## config.mk

```make
export PLATFORM = sky130hd
export DESIGN_NAME = alu_txn_responder
export DESIGN_NICKNAME = d
export VERILOG_FILES = /design/src/rtl/alu_txn_responder.sv
export SDC_FILE = /design/constraint.sdc
export NUM_CORES = 1
export LEC_CHECK = 0
export ABC_AREA = 1
export CAP_MARGIN = 0
export CORE_UTILIZATION = 41
export CTS_CLUSTER_DIAMETER = 60
export DETAILED_ROUTE_END_ITERATION = 7
export GPL_ROUTABILITY_DRIVEN = 0
export HOLD_SLACK_MARGIN = 0.15
export PLACE_DENSITY = 0.6
export SLEW_MARGIN = 5
export SYNTH_ARGS = -nofsm -noshare
export SYNTH_HDL_FRONTEND = slang
export SYNTH_SLANG_ARGS = --single-unit
```

## constraint.sdc

```tcl
create_clock -name clk -period 21.6 [get_ports clk]
set_input_delay 4.32 -clock clk [delete_from_list [all_inputs] [get_ports clk]]
set_output_delay 4.32 -clock clk [all_outputs]
set_load 0.02 [all_outputs]
```

## src/rtl/alu_txn_responder.sv

```systemverilog
// ALU transaction responder: valid/ready request side, two-stage ALU pipeline,
// credit-gated result FIFO on the response side, and a delivered-response counter.
module alu_txn_responder #(
  parameter int WIDTH = 8,
  parameter int DEPTH = 4,
  parameter int TAG_W = 4
) (
  input  logic             clk,
  input  logic             rst_n,
  input  logic             req_valid,
  output logic             req_ready,
  input  logic [WIDTH-1:0] A,
  input  logic [WIDTH-1:0] B,
  input  logic [3:0]       ALU_Sel,
  input  logic [TAG_W-1:0] req_tag,
  output logic             rsp_valid,
  input  logic             rsp_ready,
  output logic [WIDTH-1:0] ALU_Out,
  output logic             CarryOut,
  output logic [TAG_W-1:0] rsp_tag,
  output logic [15:0]      txn_count
);

  localparam int AW = (DEPTH > 1) ? $clog2(DEPTH) : 1;

  typedef enum logic [3:0] {
    OP_ADD  = 4'h0, OP_SUB  = 4'h1, OP_MUL  = 4'h2, OP_DIV  = 4'h3,
    OP_SHL  = 4'h4, OP_SHR  = 4'h5, OP_ROL  = 4'h6, OP_ROR  = 4'h7,
    OP_AND  = 4'h8, OP_OR   = 4'h9, OP_XOR  = 4'hA, OP_NOR  = 4'hB,
    OP_NAND = 4'hC, OP_XNOR = 4'hD, OP_GT   = 4'hE, OP_EQ   = 4'hF
  } alu_op_e;

  typedef struct packed {
    logic [WIDTH-1:0] res;
    logic             carry;
    logic [TAG_W-1:0] tag;
  } rsp_t;

  // Stage 1: captured request
  logic             s1_valid;
  logic [WIDTH-1:0] s1_a;
  logic [WIDTH-1:0] s1_b;
  alu_op_e          s1_op;
  logic [TAG_W-1:0] s1_tag;

  // Stage 2: computed result
  logic             s2_valid;
  rsp_t             s2_entry;

  // Result FIFO
  rsp_t             mem [DEPTH];
  logic [AW-1:0]    wr_ptr;
  logic [AW-1:0]    rd_ptr;
  logic [AW:0]      fifo_count;
  logic             wr_en;
  logic             rd_en;
  logic             req_fire;
  logic [AW+1:0]    occupancy;

  // Every accepted request owns a FIFO slot from acceptance onward, so the
  // FIFO can never overflow and the pipeline never has to stall.
  assign occupancy = (AW+2)'(fifo_count) + (AW+2)'(s1_valid) + (AW+2)'(s2_valid);
  assign req_ready = occupancy < (AW+2)'(DEPTH);
  assign req_fire  = req_valid && req_ready;

  assign rsp_valid = (fifo_count != '0);
  assign wr_en     = s2_valid;
  assign rd_en     = rsp_valid && rsp_ready;

  // NOTE: sequential state is assigned with <= so every register samples the
  // pre-edge values; blocking assignments here would create ordering races.
  always_ff @(posedge clk) begin
    if (!rst_n) begin
      s1_valid <= 1'b0;
      s2_valid <= 1'b0;
    end else begin
      s1_valid <= req_fire;
      s2_valid <= s1_valid;
    end
  end

  // Datapath registers carry no reset: they are only observed behind a valid bit.
  always_ff @(posedge clk) begin
    if (req_fire) begin
      s1_a   <= A;
      s1_b   <= B;
      s1_op  <= alu_op_e'(ALU_Sel);
      s1_tag <= req_tag;
    end
  end

  logic [WIDTH:0]     sum_full;
  logic [WIDTH:0]     diff_full;
  logic [2*WIDTH-1:0] prod_full;
  logic [WIDTH-1:0]   alu_res;
  logic               alu_carry;

  assign sum_full  = {1'b0, s1_a} + {1'b0, s1_b};
  assign diff_full = {1'b0, s1_a} - {1'b0, s1_b};
  assign prod_full = {{WIDTH{1'b0}}, s1_a} * {{WIDTH{1'b0}}, s1_b};

  // NOTE: both outputs get a default before the case so no path leaves them
  // unassigned, which would otherwise infer a latch.
  always_comb begin
    alu_res   = '0;
    alu_carry = 1'b0;
    case (s1_op)
      OP_ADD:  begin alu_res = sum_full[WIDTH-1:0];  alu_carry = sum_full[WIDTH];  end
      OP_SUB:  begin alu_res = diff_full[WIDTH-1:0]; alu_carry = diff_full[WIDTH]; end
      OP_MUL:  alu_res = prod_full[WIDTH-1:0];
      OP_DIV:  alu_res = (s1_b == '0) ? '1 : (s1_a / s1_b);
      OP_SHL:  alu_res = {s1_a[WIDTH-2:0], 1'b0};
      OP_SHR:  alu_res = {1'b0, s1_a[WIDTH-1:1]};
      OP_ROL:  alu_res = {s1_a[WIDTH-2:0], s1_a[WIDTH-1]};
      OP_ROR:  alu_res = {s1_a[0], s1_a[WIDTH-1:1]};
      OP_AND:  alu_res = s1_a & s1_b;
      OP_OR:   alu_res = s1_a | s1_b;
      OP_XOR:  alu_res = s1_a ^ s1_b;
      OP_NOR:  alu_res = ~(s1_a | s1_b);
      OP_NAND: alu_res = ~(s1_a & s1_b);
      OP_XNOR: alu_res = ~(s1_a ^ s1_b);
      OP_GT:   alu_res = {{(WIDTH-1){1'b0}}, (s1_a > s1_b)};
      OP_EQ:   alu_res = {{(WIDTH-1){1'b0}}, (s1_a == s1_b)};
      default: alu_res = '0;
    endcase
  end

  always_ff @(posedge clk) begin
    if (s1_valid) begin
      s2_entry.res   <= alu_res;
      s2_entry.carry <= alu_carry;
      s2_entry.tag   <= s1_tag;
    end
  end

  // NOTE: FIFO storage is deliberately not reset; emptiness is tracked by the
  // pointers/count, and the outputs are masked while the FIFO is empty.
  always_ff @(posedge clk) begin
    if (wr_en) mem[wr_ptr] <= s2_entry;
  end

  always_ff @(posedge clk) begin
    if (!rst_n) begin
      wr_ptr     <= '0;
      rd_ptr     <= '0;
      fifo_count <= '0;
      txn_count  <= '0;
    end else begin
      if (wr_en) wr_ptr <= wr_ptr + AW'(1);
      if (rd_en) begin
        rd_ptr    <= rd_ptr + AW'(1);
        txn_count <= txn_count + 16'd1;
      end
      case ({wr_en, rd_en})
        2'b10:   fifo_count <= fifo_count + (AW+1)'(1);
        2'b01:   fifo_count <= fifo_count - (AW+1)'(1);
        default: fifo_count <= fifo_count;
      endcase
    end
  end

  rsp_t head;
  assign head     = mem[rd_ptr];
  assign ALU_Out  = rsp_valid ? head.res   : '0;
  assign CarryOut = rsp_valid ? head.carry : 1'b0;
  assign rsp_tag  = rsp_valid ? head.tag   : '0;

endmodule

```

# Yosys cells after proc, flatten, opt, wreduce, memory -nomap -nowiden
# Memory sizes are Yosys's and may differ from the RTL's. A register that Yosys moved wholly into a read port is not among the register bits.
# Cells that the tools add are included.
# classes
n_mul	1
magnitude_cmp	2
n_mux	11
reduce_logical	6
n_div	1
n_addsub	9
n_bitwise	6
n_eq_ne	18
# op_table
op	count
case mux 8 bit (16 select lines)	1
equality test 4 bit, second input constant	8
inverter 8 bit	3
adder 16 x 1 -> 16 bit, second input constant	1
equality test 4 x 3 -> 1 bit, second input constant	4
2-to-1 mux 8 bit	2
adder 8 x 8 -> 9 bit	1
subtractor 8 x 8 -> 9 bit	1
bitwise AND 8 bit	1
divider 8 x 8 -> 8 bit	1
equality test 4 x 2 -> 1 bit, second input constant	2
equality test 8 bit	1
greater-than comparator 8 bit	1
zero test 8 bit	1
multiplier 8 x 8 -> 8 bit	1
bitwise OR 8 bit	1
bitwise XOR 8 bit	1
case mux 3 bit (2 select lines)	1
adder 2 x 1 -> 2 bit, second input constant	2
adder 3 x 1 -> 4 bit	1
adder 4 x 1 -> 4 bit	1
equality test 4 x 1 -> 1 bit, second input constant	1
zero test 4 bit	1
< comparator 4 x 3 -> 1 bit, second input constant	1
other kinds (11)	15
# totals
wordCells	68
ramBits	52
output_inout_bits	31
regBits	62
input_bits	28
n_memories	1
# memory_table
memory	words	width	rd	rd_clocked_by_memory_dff	write_ports	line	text
mem	4	13	1	1	1	51	rsp_t mem [DEPTH];

# Longest topological paths before layout
# depth
word_depth	4
depth_mapped	66
depth_no_buf	65

# Least setup slack after synthesis
# Ideal clock, no wire load.
# synth_path
path_type	register to register
startpoint	reg s1_b[0]
endpoint	reg s2_entry[5] (netlist bit), data pin
arrival_ps	8196
setup_slack_ps	13135
stages_incl_launch_ff	61
setup_time_ps	269
path_buffers	0
required_ps	21331
path_cell_list	edfxtp_1 -> inv_1 -> ha_1 -> or2_2 -> nand3_1 -> nand2_1 -> nand2_1 -> ha_1 -> o21ai_0 -> nand2_1 -> nand2_2 -> nand3_1 -> and2_1 -> ha_1 -> inv_1 -> nor3_1 -> nand2_1 -> nand2_2 -> [25 not listed] -> inv_1 -> ha_1 -> nand2_1 -> nand2_1 -> a21oi_1 -> inv_1 -> nand2_1 -> nand3_1 -> inv_1 -> nand2_1 -> o21ai_0 -> ha_1 -> a21oi_1 -> o21ai_0 -> nand2_1 -> o2111ai_1 -> o21ai_0 -> nand4_1
# synth_via
elab_chain_len	3
# synth_rtl
element	line	text
from (decl)	42	logic [WIDTH-1:0] s1_b;
from (signal assigned)	86	s1_b <= B;
divider 8 x 8 -> 8 bit, or another cell as far along	111	OP_DIV: alu_res = (s1_b == '0) ? '1 : (s1_a / s1_b);
2-to-1 mux 8 bit, or another cell as far along	111	
case mux 8 bit (16 select lines) (*)	107	case (s1_op)
via alu_res[0]	95	logic [WIDTH-1:0] alu_res;
to (decl)	48	rsp_t s2_entry;
# Mark *: on every way through the listed nets, which the timed path passes. The rest lies on a longest branch.
# A chain may end at the register's enable or synchronous reset.

# Worst setup path after layout
# Ends and elaborated chain as after synthesis.

==> metrics.csv <==
metric,value,unit
Final period util,45.24,%
sequential power share,33.2,%
Crit Path Max Fanout,11,
power density over the cells,80.94,mW/mm²
post-cts sizing count,0,
clock root buffer master,clkbuf_16,
Synth Instances,1034,
share of cells above drive strength 1,8.076,%
1st-pass router iterations,5,
PnR worst setup slack,11.83,ns
"Primary FF master, synth",edfxtp_1,
"Cell Area, Synth",0.008548,mm²
largest net degree at the start of global routing,28,
CP max stage cell,edfxtp_1,
NetSw,0.0002832,W
f_max,0.1023,GHz
Num CTS Buffers,17,
final setup fails,0,
Clock Latency Late Sink,0.43,ns
Post-CTS Hold Buffers,0,
pre-CTS WS,11.90,ns
ys async rst share,0,%
r2r worst-path depth,60,
Chip Width,146.4,µm
Vias/cell,5.136,
logic gate share of total power,30.8,%
P&R area growth vs syn,16.61,%
GR Overflow Total,0,
Lkg Pwr,4.410,nW
CP Data Required Time,21.76,ns
Starting Density,41.98,%
"area leader, netlist",edfxtp_1,
Synth Net Count,1163,
sw frac,35.10,%
PortBufs,58,
CP dominant cell by count,nand2_1,
min-delay worst type,reg -> reg,
synth cell count leaders,"nand2_1, inv_1, nor2_1, edfxtp_1, ha_1",
Ports,59,
final WL,21520,µm
outcome,completed,
Post-Layout Cell Count,1372,
internal power,0.0005236,W
Levels on crit path,60,
Routed Antenna Nets,0,
row cnt,52,
GRT Overall Usage,20.86,%
RSZ-0062 raised after global routing,no,
WP data arrival,9.93,ns
Worst setup SP type,flop,
"Setup Fix Bufs, Post-CTS",0,
Clock power frac,36.0,%
crit path time final,9.771,ns
Max Slew Vio Count,0,
"Distinct cells, synth",53,
Max-Cap Viols,0,
nets@finish,1218,
Setup TNS,0,ns
Inst Count DP,1340,
"delay-heaviest family, CP",simple AND/OR/NAND/NOR gates,
die area,0.02143,mm²
WL per Instance,15.69,µm
Fin. Hold Viols,0,
Post-synth EDFFs,89,
Hold Slack,0.4226,ns
first-pass GRT wire length,34930,µm
worst hold stages,0,
Yosys Warn Count,0,
HPWL Detailed,15720,µm
top-area cell type share of the netlist area,31.26,%
critical path capture point type,flop,
n_diodes,0,
"Clk pin slew, worst setup/hold paths",0.07,ns
TritonCTS clock tree,built,
vias in the first global route,6810,
ranking of synthesized cells by area,"edfxtp_1, ha_1, nand2_1",
initial antenna violation count,0,
Initial DRC Count,519,
Tightest Pin Transition,1.075,ns
H-tree depth,4,
final setup skew,0.01929,ns
number of synthesized register bits,116,
clk buf depth,2,
DRC errors left,0,
max_slew headroom,28.26,%
# clock sinks,116,
most frequent cell after synthesis,nand2_1,
post-synthesis sequential area ratio,37.59,%
flop-to-flop setup slack,11.83,ns
total core area,0.02036,mm²
max incr delay on CP,0.56,ns
worst path buffer plus inverter count,10,
via count,7046,
VDD IR max,0.00005390,V
Crit Path Class,reg -> reg,
Die H,146.4,µm
synthesized area per cell,8.267,µm²
-- cell usage in the layout, fill, tap and decap left out, types with 7 or more instances in the layout --
cell type	Yosys	layout
nand2_1	186	186
inv_1	144	144
nor2_1	102	102
edfxtp_1	89	89
ha_1	86	86
o21ai_0	76	76
a21oi_1	71	71
clkdlybuf4s50_1	0	58
nand3_1	49	49
dfxtp_1	27	27
xor2_1	19	19
clkbuf_16	0	17
fa_1	15	15
xnor2_1	13	13
nand4_1	12	12
nand2_2	12	12
inv_2	11	11
or2_2	8	8
o22ai_1	7	7
o2111ai_1	7	7
-- power by group through the flow --
stage | Clock [W] | Sequential [W] | Combinational [W]
3_3_place_gp | 0 | 0.000272 | 0.000244
5_1_grt | 0.000306 | 0.000270 | 0.000281
6_report | 0.000290 | 0.000268 | 0.000249
4_1_cts | 0.000295 | 0.000268 | 0.000250
3_5_place_dp | 0 | 0.000273 | 0.000247
2_1_floorplan | 0 | 0.000266 | 0.000182
-- final cells by class --
cell class	count	area (µm²)
tap	270	337.8
sequential	116	3213
clock inverter	15	171.4
clock buffer	17	425.4
inverter	156	588.1
fill	1976	10400
timing repair buffer	59	588.1
multi-input combinational	739	4644
-- sequential cells by signal (all words and copies together), names as in the netlist, named ones only --
| signal | cells |
|---|---|
| mem | 52 |
| txn_count | 16 |
| s2_entry | 13 |
| s1_a | 8 |
| s1_b | 8 |
| s1_op | 4 |
| s1_tag | 4 |
| fifo_count | 3 |
| rd_ptr | 2 |
| wr_ptr | 2 |
| s1_valid | 1 |
| s2_valid | 1 |
-- worst register-to-register path, delay by kind of cell (launching register included) --
kind | cells | cell delay, ns
compound gates | 11 | 1.51
flops | 1 | 0.56
simple gates | 30 | 3.66
buf+inv | 10 | 1.26
fa+ha+maj | 8 | 2.39
xor+xnor | 1 | 0.15
-- metrics by stage --
step           area (µm²)  utilization (%)  power [W]
4_1_cts              9968            48.95  0.0008129
3_5_place_dp         9371            46.02  0.0005196
5_1_grt              9968            48.95  0.0008568
2_1_floorplan        8548                -  0.0004483
3_3_place_gp         9371            46.02  0.0005167
6_report             9968            48.95  0.0008068
-- path summary, 6_finish.rpt --
check	from	to
setup / recovery	s1_b[0]$_DFFE_PP_	s2_entry[5]$_DFFE_PP_
hold / removal	s1_tag[2]$_DFFE_PP_	s2_entry[2]$_DFFE_PP_
setup reg to reg	s1_b[0]$_DFFE_PP_	s2_entry[5]$_DFFE_PP_
hold reg to reg	s1_tag[2]$_DFFE_PP_	s2_entry[2]$_DFFE_PP_
-- layer usage --
layer / share of wire [%] / track usage [%] / vias to the layer above / routed length, µm
met5: 0 / 0 / - / 0
met1: 45 / 26.68 / 3222 / 9580
met2: 47 / 34.67 / 212 / 10200
met4: 2.8 / 8.021 / 0 / 601
met3: 5.3 / 4.188 / 48 / 1137
li1: - / - / 3564 / -
-- kinds of logic (layout without fill, tap and decap cells) --
logic type	after synthesis	after routing	share of synthesized area [%]
AND/OR/NAND/NOR	411	411	22.01
AO/OA/AOI/OAI	195	195	12.94
buffers and inverters	179	247	8.080
flip-flops	116	116	37.59
adder cells (fa/ha/maj)	101	101	16.10
XOR/XNOR	32	32	3.279
Power figures use the tool's default switching activity.
